### config.mk
export PLATFORM = sky130hd
export DESIGN_NAME = fwd_clk_gen_ctrl_flat
export DESIGN_NICKNAME = d
export VERILOG_FILES = /design/src/rtl/fwd_clk_gen_ctrl_pkg.sv /design/src/rtl/fwd_clk_gen_ctrl_if.sv /design/src/rtl/sync_bit_ff.sv /design/src/rtl/fwd_clk_gen_ctrl.sv /design/src/flat_wrapper.sv
export SDC_FILE = /design/constraint.sdc
export NUM_CORES = 1
export LEC_CHECK = 0
export CORE_MARGIN = 5
export CORE_UTILIZATION = 55
export DETAILED_ROUTE_END_ITERATION = 6
export GPL_TIMING_DRIVEN = 0
export PLACE_DENSITY = 0.89
export SLEW_MARGIN = 40
export SYNTH_ARGS = -nofsm -noshare
export SYNTH_HDL_FRONTEND = slang
export SYNTH_HIERARCHICAL = 1
export SYNTH_SLANG_ARGS = --single-unit
export TNS_END_PERCENT = 100
### constraint.sdc
create_clock -name clk -period 3.69 [get_ports clk]
set_clock_uncertainty 0.2 [all_clocks]
set_input_delay 0.738 -clock clk [delete_from_list [all_inputs] [get_ports clk]]
set_output_delay 0.738 -clock clk [all_outputs]
set_load 0.05 [all_outputs]
### src/rtl/fwd_clk_gen_ctrl_pkg.sv
// fwd_clk_gen_ctrl_pkg: shared state encoding and default sizes for the forwarded-clock generator
package fwd_clk_gen_ctrl_pkg;
    typedef enum logic [1:0] {FWD_IDLE, FWD_SETTLE, FWD_RUN, FWD_STOP} fwd_state_t;
    localparam int DEF_DIV_W = 8;
    localparam int DEF_CNT_W = 16;
    localparam int DEF_SETTLE_CYCLES = 1024;
    localparam int DEF_SYNC_STAGES = 2;
endpackage

### src/rtl/fwd_clk_gen_ctrl_if.sv
// fwd_clk_gen_ctrl_if: control/status bundle between a debug controller and the forwarded-clock generator
interface fwd_clk_gen_ctrl_if #(
    parameter int DIV_W = 8,
    parameter int CNT_W = 16
);
    logic locked;
    logic enable;
    logic [DIV_W-1:0] half_period;
    logic clear_sticky;
    logic clk_fwd;
    logic clk_fwd_active;
    logic lock_lost;
    logic [CNT_W-1:0] edge_cnt;
    modport master (
        output locked, enable, half_period, clear_sticky,
        input clk_fwd, clk_fwd_active, lock_lost, edge_cnt
    );
    modport slave (
        input locked, enable, half_period, clear_sticky,
        output clk_fwd, clk_fwd_active, lock_lost, edge_cnt
    );
endinterface

### src/rtl/sync_bit_ff.sv
// sync_bit_ff: multi-stage single-bit synchronizer with asynchronous active-low reset
module sync_bit_ff #(
    parameter int STAGES = 2
) (
    input logic clk,
    input logic rst,
    input logic d,
    output logic q
);
    logic [STAGES-1:0] ff;
    always_ff @(posedge clk or negedge rst) begin
        if (!rst) ff <= '0;
        else ff <= {ff[STAGES-2:0], d};
    end
    assign q = ff[STAGES-1];
endmodule

### src/rtl/fwd_clk_gen_ctrl.sv
// fwd_clk_gen_ctrl: lock-qualified, glitch-free divided forwarded-clock generator with status
module fwd_clk_gen_ctrl
    import fwd_clk_gen_ctrl_pkg::*;
#(
    parameter int DIV_W = DEF_DIV_W,
    parameter int SETTLE_CYCLES = DEF_SETTLE_CYCLES,
    parameter int SYNC_STAGES = DEF_SYNC_STAGES,
    parameter int CNT_W = DEF_CNT_W
) (
    input logic clk,
    input logic rst,
    fwd_clk_gen_ctrl_if.slave bus
);
    localparam int SW = $clog2(SETTLE_CYCLES + 1);
    localparam logic [SW-1:0] LIM = SW'(SETTLE_CYCLES - 1);
    fwd_state_t state, state_n;
    logic [SW-1:0] settle, settle_n, settle_inc;
    logic [DIV_W-1:0] div, div_n, hp_reg, hp_n, hp_eff;
    logic lock_s, tc, rise, fwd_n, act_n, lost_n;
    sync_bit_ff #(.STAGES(SYNC_STAGES)) u_sync (
        .clk(clk),
        .rst(rst),
        .d(bus.locked),
        .q(lock_s)
    );
    assign hp_eff = (bus.half_period == '0) ? DIV_W'(1) : bus.half_period;
    assign tc = div == hp_reg - 1'b1;
    assign settle_inc = (settle == LIM) ? LIM : settle + 1'b1;
    always_comb begin
        state_n = state;
        settle_n = settle;
        div_n = div;
        hp_n = hp_reg;
        fwd_n = bus.clk_fwd;
        rise = 1'b0;
        case (state)
            FWD_IDLE: begin
                settle_n = lock_s ? settle_inc : '0;
                state_n = lock_s ? FWD_SETTLE : FWD_IDLE;
            end
            FWD_SETTLE: begin
                settle_n = settle_inc;
                if (!lock_s) begin
                    state_n = FWD_IDLE;
                    settle_n = '0;
                end else if (settle == LIM && bus.enable) begin
                    state_n = FWD_RUN;
                    div_n = '0;
                    fwd_n = 1'b0;
                    hp_n = hp_eff;
                end
            end
            default: begin
                div_n = tc ? '0 : div + 1'b1;
                if (!lock_s) begin
                    state_n = FWD_IDLE;
                    settle_n = '0;
                    div_n = '0;
                    fwd_n = 1'b0;
                end else if (state == FWD_STOP && !bus.enable && tc && !bus.clk_fwd) begin
                    state_n = FWD_SETTLE;
                    settle_n = LIM;
                end else begin
                    rise = tc & ~bus.clk_fwd;
                    fwd_n = bus.clk_fwd ^ tc;
                    hp_n = rise ? hp_eff : hp_reg;
                    state_n = bus.enable ? FWD_RUN : FWD_STOP;
                end
            end
        endcase
    end
    assign act_n = (state_n == FWD_RUN) || (state_n == FWD_STOP);
    assign lost_n = ((state != FWD_IDLE) && !lock_s) || (bus.lock_lost && !bus.clear_sticky);
    always_ff @(posedge clk or negedge rst) begin
        if (!rst) begin
            state <= FWD_IDLE;
            settle <= '0;
            div <= '0;
            hp_reg <= '0;
            bus.clk_fwd <= 1'b0;
            bus.clk_fwd_active <= 1'b0;
            bus.lock_lost <= 1'b0;
            bus.edge_cnt <= '0;
        end else begin
            state <= state_n;
            settle <= settle_n;
            div <= div_n;
            hp_reg <= hp_n;
            bus.clk_fwd <= fwd_n;
            bus.clk_fwd_active <= act_n;
            bus.lock_lost <= lost_n;
            bus.edge_cnt <= bus.edge_cnt + CNT_W'(rise);
        end
    end
endmodule
### src/flat_wrapper.sv
// flat-port wrapper written by rule: the top's interface ports become plain ports
module fwd_clk_gen_ctrl_flat import fwd_clk_gen_ctrl_pkg::*;
#(
    parameter int DIV_W = DEF_DIV_W,
    parameter int SETTLE_CYCLES = DEF_SETTLE_CYCLES,
    parameter int SYNC_STAGES = DEF_SYNC_STAGES,
    parameter int CNT_W = DEF_CNT_W
)
  (clk, rst, bus_locked, bus_enable, bus_half_period, bus_clear_sticky, bus_clk_fwd, bus_clk_fwd_active, bus_lock_lost, bus_edge_cnt);
  fwd_clk_gen_ctrl_if #(.DIV_W(DIV_W), .CNT_W(CNT_W)) bus_i ();
  input logic clk;
  input logic rst;
  input wire logic [$bits(bus_i.locked)-1:0] bus_locked;
  input wire logic [$bits(bus_i.enable)-1:0] bus_enable;
  input wire logic [$bits(bus_i.half_period)-1:0] bus_half_period;
  input wire logic [$bits(bus_i.clear_sticky)-1:0] bus_clear_sticky;
  output wire logic [$bits(bus_i.clk_fwd)-1:0] bus_clk_fwd;
  output wire logic [$bits(bus_i.clk_fwd_active)-1:0] bus_clk_fwd_active;
  output wire logic [$bits(bus_i.lock_lost)-1:0] bus_lock_lost;
  output wire logic [$bits(bus_i.edge_cnt)-1:0] bus_edge_cnt;
  assign bus_i.locked = bus_locked;
  assign bus_i.enable = bus_enable;
  assign bus_i.half_period = bus_half_period;
  assign bus_i.clear_sticky = bus_clear_sticky;
  assign bus_clk_fwd = bus_i.clk_fwd;
  assign bus_clk_fwd_active = bus_i.clk_fwd_active;
  assign bus_lock_lost = bus_i.lock_lost;
  assign bus_edge_cnt = bus_i.edge_cnt;
  fwd_clk_gen_ctrl #(.DIV_W(DIV_W), .SETTLE_CYCLES(SETTLE_CYCLES), .SYNC_STAGES(SYNC_STAGES), .CNT_W(CNT_W)) u_core (.clk(clk), .rst(rst), .bus(bus_i));
endmodule
# [After elaboration in Yosys (flattened, before gate mapping)]
# Cells that the tools add are included.
[op_classes] addsub=4 eq_ne=11 n_mux=32 bitwise_logic=4 reduce_logical=20
[ops] op="two-way mux 8 bit" n=10
[ops] op="two-way mux 11 bit" n=5
[ops] op="case mux 8 bit (2 select lines)" n=2
[ops] op="adder 16 x 1 -> 16 bit" n=1
[ops] op="adder 11 x 1 -> 11 bit, second input constant" n=1
[ops] op="equality test 11 x 10 -> 1 bit, second input constant" n=1
[ops] op="two-way mux 1 bit" n=9
[ops] op="adder 8 x 1 -> 8 bit, second input constant" n=1
[ops] op="equality test 8 bit" n=1
[ops] op="zero test 8 bit" n=1
[ops] op="two-way mux 2 bit" n=4
[ops] op="subtractor 8 x 1 -> 8 bit, second input constant" n=1
[ops] op="equality test 2 bit, second input constant" n=3
[ops] op="logical AND 1 bit" n=6
[ops] op="AND reduction 5 bit" n=1
[ops] op="zero test 1 bit" n=4
[ops] op="inequality test 2 bit, second input constant" n=2
[ops] op="case mux 2 bit (2 select lines)" n=1
[ops] op="AND reduction 4 bit" n=1
[ops] op="nonzero test 2 bit" n=2
[ops] op="inequality test 3 x 2 -> 1 bit, second input constant" n=1
[ops] op="inequality test 3 bit, second input constant" n=1
[ops] op="AND reduction 3 bit" n=1
[ops] op="equality test 2 x 1 -> 1 bit, second input constant" n=1
[ops] op="8 further kinds" n=10
[totals] register_bits=50 inputBits=13 out_inout_bits=19 word_cells=80

# [Longest topological paths before layout]
# Gate-level depths: netlist of the first run.
[depth] ltp_word=9 ltp_mapped=16 mapped_depth_nobuf=15

# [Cells and area by module]
# The synthesis of the first run kept the hierarchy.
[modules_own_cells] module="fwd_clk_gen_ctrl" instances=1 cells_each=247 area_per_inst_um2=2491.1
[modules_own_cells] module="sync_bit_ff" instances=1 cells_each=2 area_per_inst_um2=50.0

# [Worst setup path before layout of the first run]
# Ideal clock, no wire load.
[synth_path] path_type="reg-to-reg" startpoint="register u_core.hp_reg[2]" endpoint="register u_core.bus.edge_cnt[14]" setup_time_ns=0.082 t_arrival_ns=3.070 required_time_ns=3.408 slack_ns=0.338 path_stages_with_launch=14 path_buffers=1 synth_period_minus_slack_ns=3.352 cell_sequence="dfrtp_1 > or4_1 > o221ai_1 > nand3b_1 > and3_1 > buf_2 > a21boi_2 > and3_1 > ha_1 > ha_1 > nand2_1 > or2_2 > nor2_1 > xor2_1"
[synth_between] elab_chain_len=8
[synth_lines] item="from (decl)" line="fwd_clk_gen_ctrl.sv:18" source="logic [DIV_W-1:0] div, div_n, hp_reg, hp_n, hp_eff;"
[synth_lines] item="from (signal assigned)" line="fwd_clk_gen_ctrl.sv:88" source="hp_reg <= hp_n;"
[synth_lines] item="subtractor 8 x 1 -> 8 bit *" line="fwd_clk_gen_ctrl.sv:27" source="assign tc = div == hp_reg - 1'b1;"
[synth_lines] item="equality test 8 bit *" line="fwd_clk_gen_ctrl.sv:27"
[synth_lines] item="logical AND 1 bit (2 in series)" line="fwd_clk_gen_ctrl.sv:60" source="end else if (state == FWD_STOP && !bus.enable && tc && !bus.clk_fwd) begin"
[synth_lines] item="two-way mux 1 bit *" line="fwd_clk_gen_ctrl.sv:60"
[synth_lines] item="two-way mux 1 bit *" line="fwd_clk_gen_ctrl.sv:55" source="if (!lock_s) begin"
[synth_lines] item="two-way mux 1 bit *" line="fwd_clk_gen_ctrl.sv:36" source="case (state)"
[synth_lines] item="adder 16 x 1 -> 16 bit *" line="fwd_clk_gen_ctrl.sv:92" source="bus.edge_cnt <= bus.edge_cnt + CNT_W'(rise);"
[synth_lines] item="to (signal assigned)" line="fwd_clk_gen_ctrl.sv:92"
[synth_lines] item="to (decl)" line="fwd_clk_gen_ctrl_if.sv:20" source="output clk_fwd, clk_fwd_active, lock_lost, edge_cnt"
# Every way passes the cells marked *; elsewhere a longest branch is shown, timed or not.
# A chain may end at the register's enable or synchronous reset.

# [Worst setup path after layout of the first run]
# Ends and elaborated chain as after synthesis.

==> flow_summary_export.csv, run 1 <==
group,metric,value,unit
status,outcome,"completed",
clocking,cts_made_buffers,5,
job,maxCapViolCount,0,
worst_setup_path,crit_type,"reg -> reg",
cells_and_area,reg_top3,"u_core/bus.edge_cnt x16, u_core/settle x11",
timing,report.final.slew_viol_count,0,
die,num_rows,24,
die,floorplan.die_area,0.00608,mm2
placed_design,io_buffers,31,
timing,setup_tns,0,ps
clocking,cts_root_buf,"clkbuf_8",
placed_design,gp_routability_congestion,0.834,
hold_path,hold_path_class,"in -> async",
global_routing,grt_use_total,18.1,%
worst_setup_path,worstPathRequired,3730,ps
synth,syn_nets,268,
routing,wl_per_cell,15.0,um
synth,ys.flop_type,"dfrtp_1",
worst_setup_path,path_max_fanout,6,
worst_setup_path,r2r_slack,150,ps
power_and_ir_drop,vdd_ir_drop_max,0.000209,V
synth,ys_ff_latch,50,
routing,dr_total_vias,1953,
synth,yosysSeqAreaShare,49.2,%
placed_design,dp_hpwl,3.63,mm
timing,setup_slack,151,ps
placed_design,place_area,0.00293,mm2
synth,synth.area.top_cells,"dfrtp_1 (49%), xnor2_1 (7.6%), nand2_1 (3.1%), ha_1 (3.0%), a21oi_1 (2.6%)",
die,start_util,57.6,%
cells_and_area,fin_area,0.00310,mm2
global_routing,grt-ovfl-total,0,
routing,wirelength,5.15,mm
timing,slew_headroom,45.6,%
clocking,clk_pin_slew,90,ps
synth,yosysTopAreaCellShare,49.2,%
worst_setup_path,cp.arrival,3580,ps
cells_and_area,nNetsFinal,309,
synth,synth_edf_count,0,
synth,synth.avg_cell_area,10.2,um2
clocking,cts_tree,"done",
cells_and_area,largest_reg_flops,16,
global_routing,grt_pass1_wl,8.94,mm
timing,hold_violations,0,
cells_and_area,final_cells,343,
synth,ys_warn_count,6,
routing,drtIter0Drc,168,
die,die_h,78.0,um
worst_setup_path,startpoint_type,"flop",
placed_design,dp.cells,333,
routing,drt-vias-per-instance,5.69,
synth,syn_inst,249,
power_and_ir_drop,power_density,321,mW/mm2
cells_and_area,drive_gt1_share,9.62,%
cells_and_area,syn2layout_area_growth,22.2,%
synth,synth_area_leader_cell,"dfrtp_1",
power_and_ir_drop,p_leak,1.36,nW
synth,ys_types,45,
clocking,worst_skew_pair.late_latency,310,ps
placed_design,dpl_worst_slack,-101,ps
routing,ant_nets,0,
die,core,0.00441,mm2
timing,finalSetupViolCount,0,
clocking,cts_buffer_depth,2,
cells_and_area,fin_util,70.3,%
routing,drc,0,
die,ioPinCount,32,
timing,finalCritPeriodShare,95.9,%
cells_and_area,top_register,"u_core/bus.edge_cnt",
timing,fin_crit,3540,ps
synth,synth_area,0.00254,mm2
worst_setup_path,critPathCaptureType,"flop",
global_routing,grt_max_degree,29,
timing,timing.fmax,283,MHz
die,chipWidth,78.0,um
synth,async_flop_share,100,%
global_routing,grt_antenna_before_repair,0,
timing,worst_pin_slew,810,ps
clocking,cts_max_level,2,
routing,dr.pass1.iters,4,
cells_and_area,diodes,0,
clocking,clkSinkCount,50,
global_routing,grt_pass1_vias,1937,
worst_setup_path,r2r_cells,14,
## synthesized netlist by cell type, types with 2 or more instances
cell type,count
o21a_1,2
a21o_1,6
clkbuf_1,6
mux2_1,3
or3_1,2
nand3_1,13
or2_2,2
nor4b_1,3
o221ai_1,2
nor3_1,6
xor2_1,5
nor2b_1,2
nand2b_1,2
mux2i_1,3
nand4_1,5
and4b_1,2
a21oi_1,13
xnor2_1,22
a221oi_1,4
ha_1,6
dfrtp_1,50
mux2_2,4
and3_1,8
nor2_1,13
o21bai_1,2
nor4_1,3
inv_1,13
o21ai_0,10
nand2_1,21
## final cells by class
class                   instances  area, um2
multi-input cells             178       1250
repair buffers                 34        343
well taps                      52       65.1
clock inverters                 3       43.8
plain buffers                   7       30.0
flip-flops and latches         50       1250
inverters                      14       52.6
clock buffers                   5       68.8
fillers                       336       1310
## path summary, 6_finish.rpt
kind | start | endpoint
hold / removal | rst | u_core/bus.edge_cnt[11]
max in group asynchronous | rst | u_core/div[4]
setup reg to reg | u_core/hp_reg[2] | u_core/bus.edge_cnt[14]
hold reg to reg | u_core/u_sync/ff[0] | u_core/u_sync/ff[1]
min in group clk | u_core/u_sync/ff[0] | u_core/u_sync/ff[1]
setup / recovery | u_core/hp_reg[2] | u_core/bus.edge_cnt[14]
## power by group
part           switching, mW  leakage [nW]  internal [mW]  total [mW]
clock network          0.188        0.0585          0.203       0.392
registers            0.00346         0.670          0.553       0.556
logic                 0.0284         0.626         0.0211      0.0496
## stage by stage
| stage | power (mW) | hold WS (ps) |
|---|---|---|
| after floorplan | 0.584 | 131 |
| after global placement | 0.614 | 135 |
| after detailed placement | 0.618 | 142 |
| after CTS | 1.01 | 107 |
| after global routing | 1.04 | 109 |
| final | 0.998 | 107 |
## per-layer routing
metal	track usage (%)	up-vias	wire length (um)
met5	0	-	0
met4	7.26	0	70
met3	4.40	6	203
met2	31.0	36	2630
met1	21.8	943	2250
li1	-	968	-
## cell families after synthesis
| group | share of synthesized area [%] |
|---|---|
| AOI/OAI and AO/OA | 13.2 |
| xor gates and xnor gates | 9.31 |
| DFF | 49.2 |
| adders and majority gates | 2.95 |
| buffers and inverters | 3.15 |
| and+or+nand+nor | 17.9 |
| muxes | 4.28 |
## layout by cell type (no fill, tap or decap), types with 3 or more instances in the layout
cell and count:
ha_1 3, buf_4 3, nand2_1 21, mux2_2 4, a221oi_1 4, clkbuf_1 6, mux2_1 3, mux2i_1 3
clkbuf_8 5, inv_1 13, nor4b_1 3, nand3_1 13, nor3_1 6, dfrtp_1 49, clkdlybuf4s50_1 30, xnor2_1 22
o21ai_0 9, xor2_1 5, a21oi_1 13, nor2_1 12, nand4_1 5, and3_1 8, a21o_1 6
## what timing repair did
action	4_1_cts	5_1_grt
buffers inserted	1	1
setup endpoints to repair	3	4
gates cloned	0	0
resized for setup	3	8
pin swaps	1	0
hold buffers	0	0
## worst max-delay path, cell delays in order, from the launching register on
cell and delay, ps:
dfrtp_2 450, or4_1 550, nor2_1 130, and4b_1 180, nand3b_1 120, and3_1 150, clkbuf_4 180, ha_1 180
and3_1 200, ha_4 160, ha_2 220, nand2_1 100, or2_2 350, nor2_1 140, xor2_1 150
Power figures use the tool's default switching activity.
==> run 2: changes to the inputs <==
CORE_UTILIZATION = 35   (was 55)
PLACE_DENSITY = 0.65   (was 0.89)
==> flow_summary_export.csv, run 2 (synthesis gave the netlist of run 1 again) <==
group,metric,value,unit
cells_and_area,largest_reg_flops,16,
clocking,worst_skew_pair.late_latency,300,ps
clocking,cts_made_buffers,5,
power_and_ir_drop,combPwrFrac,5.4,%
cells_and_area,fin_area,0.00314,mm2
cells_and_area,syn2layout_area_growth,23.7,%
power_and_ir_drop,seqPwrFrac,59.4,%
worst_setup_path,startpoint_type,"flop",
die,die_h,95.2,um
power_and_ir_drop,vdd_ir_drop_max,0.000175,V
timing,finalSetupViolCount,0,
routing,wirelength,5.04,mm
cells_and_area,diodes,0,
timing,slew_headroom,61.7,%
cells_and_area,top_register,"u_core/bus.edge_cnt",
clocking,clkSinkCount,50,
placed_design,io_buffers,31,
worst_setup_path,crit_type,"reg -> reg",
global_routing,grt_use_total,12.5,%
worst_setup_path,crit_buf_inv,1,
clocking,cts_buffer_depth,2,
timing,fin_crit,3510,ps
die,num_rows,31,
worst_setup_path,path_cells,"or4_1, nor2_1, and4b_1, nand3b_1, and3_1, clkbuf_4, ha_1, and3_1, ha_2, ha_4, nand2_1, or2_2, nor2_1, xor2_1",
cells_and_area,fin_util,43.8,%
cells_and_area,drive_gt1_share,9.28,%
power_and_ir_drop,p_int,0.711,mW
global_routing,grt_antenna_before_repair,0,
power_and_ir_drop,p_total,0.936,mW
cells_and_area,nNetsFinal,309,
die,start_util,35.4,%
routing,drc,0,
worst_setup_path,startpoint,"u_core/hp_reg[2]",
power_and_ir_drop,switching_share,24.0,%
cells_and_area,fill_cells,704,
worst_setup_path,slowest_stage,"or4_1",
cells_and_area,final_cells,390,
power_and_ir_drop,power_density,298,mW/mm2
hold_path,hold_path_class,"in -> async",
die,floorplan.die_area,0.00906,mm2
placed_design,gp_routability_congestion,0.757,
die,chipWidth,95.2,um
placed_design,dpl_worst_slack,-139,ps
clocking,cts_max_level,2,
global_routing,grt_pass1_wl,8.89,mm
routing,dr_total_vias,1947,
timing,timing.fmax,285,MHz
global_routing,grt_max_degree,32,
power_and_ir_drop,pwr-share-clk,35.2,%
cells_and_area,final_common_cell,"dfrtp_1",
die,core,0.00718,mm2
clocking,clk_pin_slew,100,ps
worst_setup_path,path_max_fanout,5,
worst_setup_path,critPathCaptureType,"flop",
clocking,cts_root_buf,"clkbuf_8",
cells_and_area,seq_area,0.00125,mm2
power_and_ir_drop,p_leak,1.34,nW
worst_setup_path,cp.depth,14,
worst_setup_path,cp.arrival,3540,ps
routing,dr.pass1.iters,4,
global_routing,grt-ovfl-total,0,
worst_setup_path,r2r_cells,14,
power_and_ir_drop,power_switching,0.225,mW
placed_design,dp_hpwl,3.61,mm
global_routing,grt_pass1_vias,1962,
worst_setup_path,critical-path-top-delay-family,"simple AND/OR/NAND/NOR gates",
placed_design,place_area,0.00299,mm2
status,outcome,"completed",
placed_design,dp.cells,380,
cells_and_area,layout_common_cells,"dfrtp_1 (49), clkdlybuf4s50_1 (30), xnor2_1 (22), nand2_1 (21)",
routing,drtIter0Drc,92,
timing,finalCritPeriodShare,95.0,%
routing,ant_nets,0,
timing,hold_violations,0,
timing,setup_slack,183,ps
routing,wl_per_cell,12.9,um
cells_and_area,reg_top3,"u_core/bus.edge_cnt x16, u_core/settle x11",
timing,report.final.slew_viol_count,0,
worst_setup_path,worstPathRequired,3720,ps
routing,drt-vias-per-instance,4.99,
clocking,cts_tree,"done",
die,ioPinCount,32,
worst_setup_path,reg2reg_from,"u_core/hp_reg[2]",
worst_setup_path,cp_slowest_stage_delay,550,ps
cells_and_area,multiInputGateArea,0.00125,mm2
job,maxCapViolCount,0,
timing,worst_pin_slew,575,ps
run 2: changes by cell type in the layout (fill, tap and decap cells not counted), sizes merged:
cell | before | now
clkinvlp | 0 | 1
bufinv | 1 | 0
run 2: per-stage QoR:
| step | hold WS [ps] | TNS [ps] |
|---|---|---|
| finish | 99.9 | 0 |
| global route | 97.0 | -7.23 |
| CTS | 93.1 | 0 |
| detailed placement | 136 | -274 |
| global placement | 135 | -210 |
| floorplan | 131 | 0 |
run 2: layout make-up:
class                   instances  share of cell area (%)
well taps                      99                    3.94
clock buffers                   5                    2.19
repair buffers                 34                    10.9
inverters                      14                    1.67
plain buffers                   7                   0.955
clock inverters                 3                   0.796
multi-input cells             178                    39.7
flip-flops and latches         50                    39.8
run 2: path summary, 6_finish.rpt:
check / to / slack (ps)
setup / recovery: u_core/bus.edge_cnt[14] / 180
hold / removal: u_core/div[5] / 100
setup reg to reg: u_core/bus.edge_cnt[14] / 180
hold reg to reg: u_core/u_sync/ff[1] / 160
max in group asynchronous: u_core/settle[4] / 2760
min in group clk: u_core/u_sync/ff[1] / 160
run 2: repair_timing:
item	in CTS	in global routing
hold buffers	0	0
pin swaps	1	0
resized for setup	3	5
endpoints found under the setup margin	3	4
buffers inserted	1	1
run 2: per-layer routing:
layer	global-route usage, %	wire (um)
met1	15.7	2370
met2	21.0	2440
met5	0	0
met4	4.33	59
met3	2.68	163
run 2: power groups by stage:
stage	Sequential [mW]	Clock (mW)	Combinational, mW
detailed placement	0.567	0	0.0517
global placement	0.567	0	0.0484
CTS	0.556	0.347	0.0518
global route	0.557	0.368	0.0572
floorplan	0.570	0	0.0143
finish	0.556	0.329	0.0504
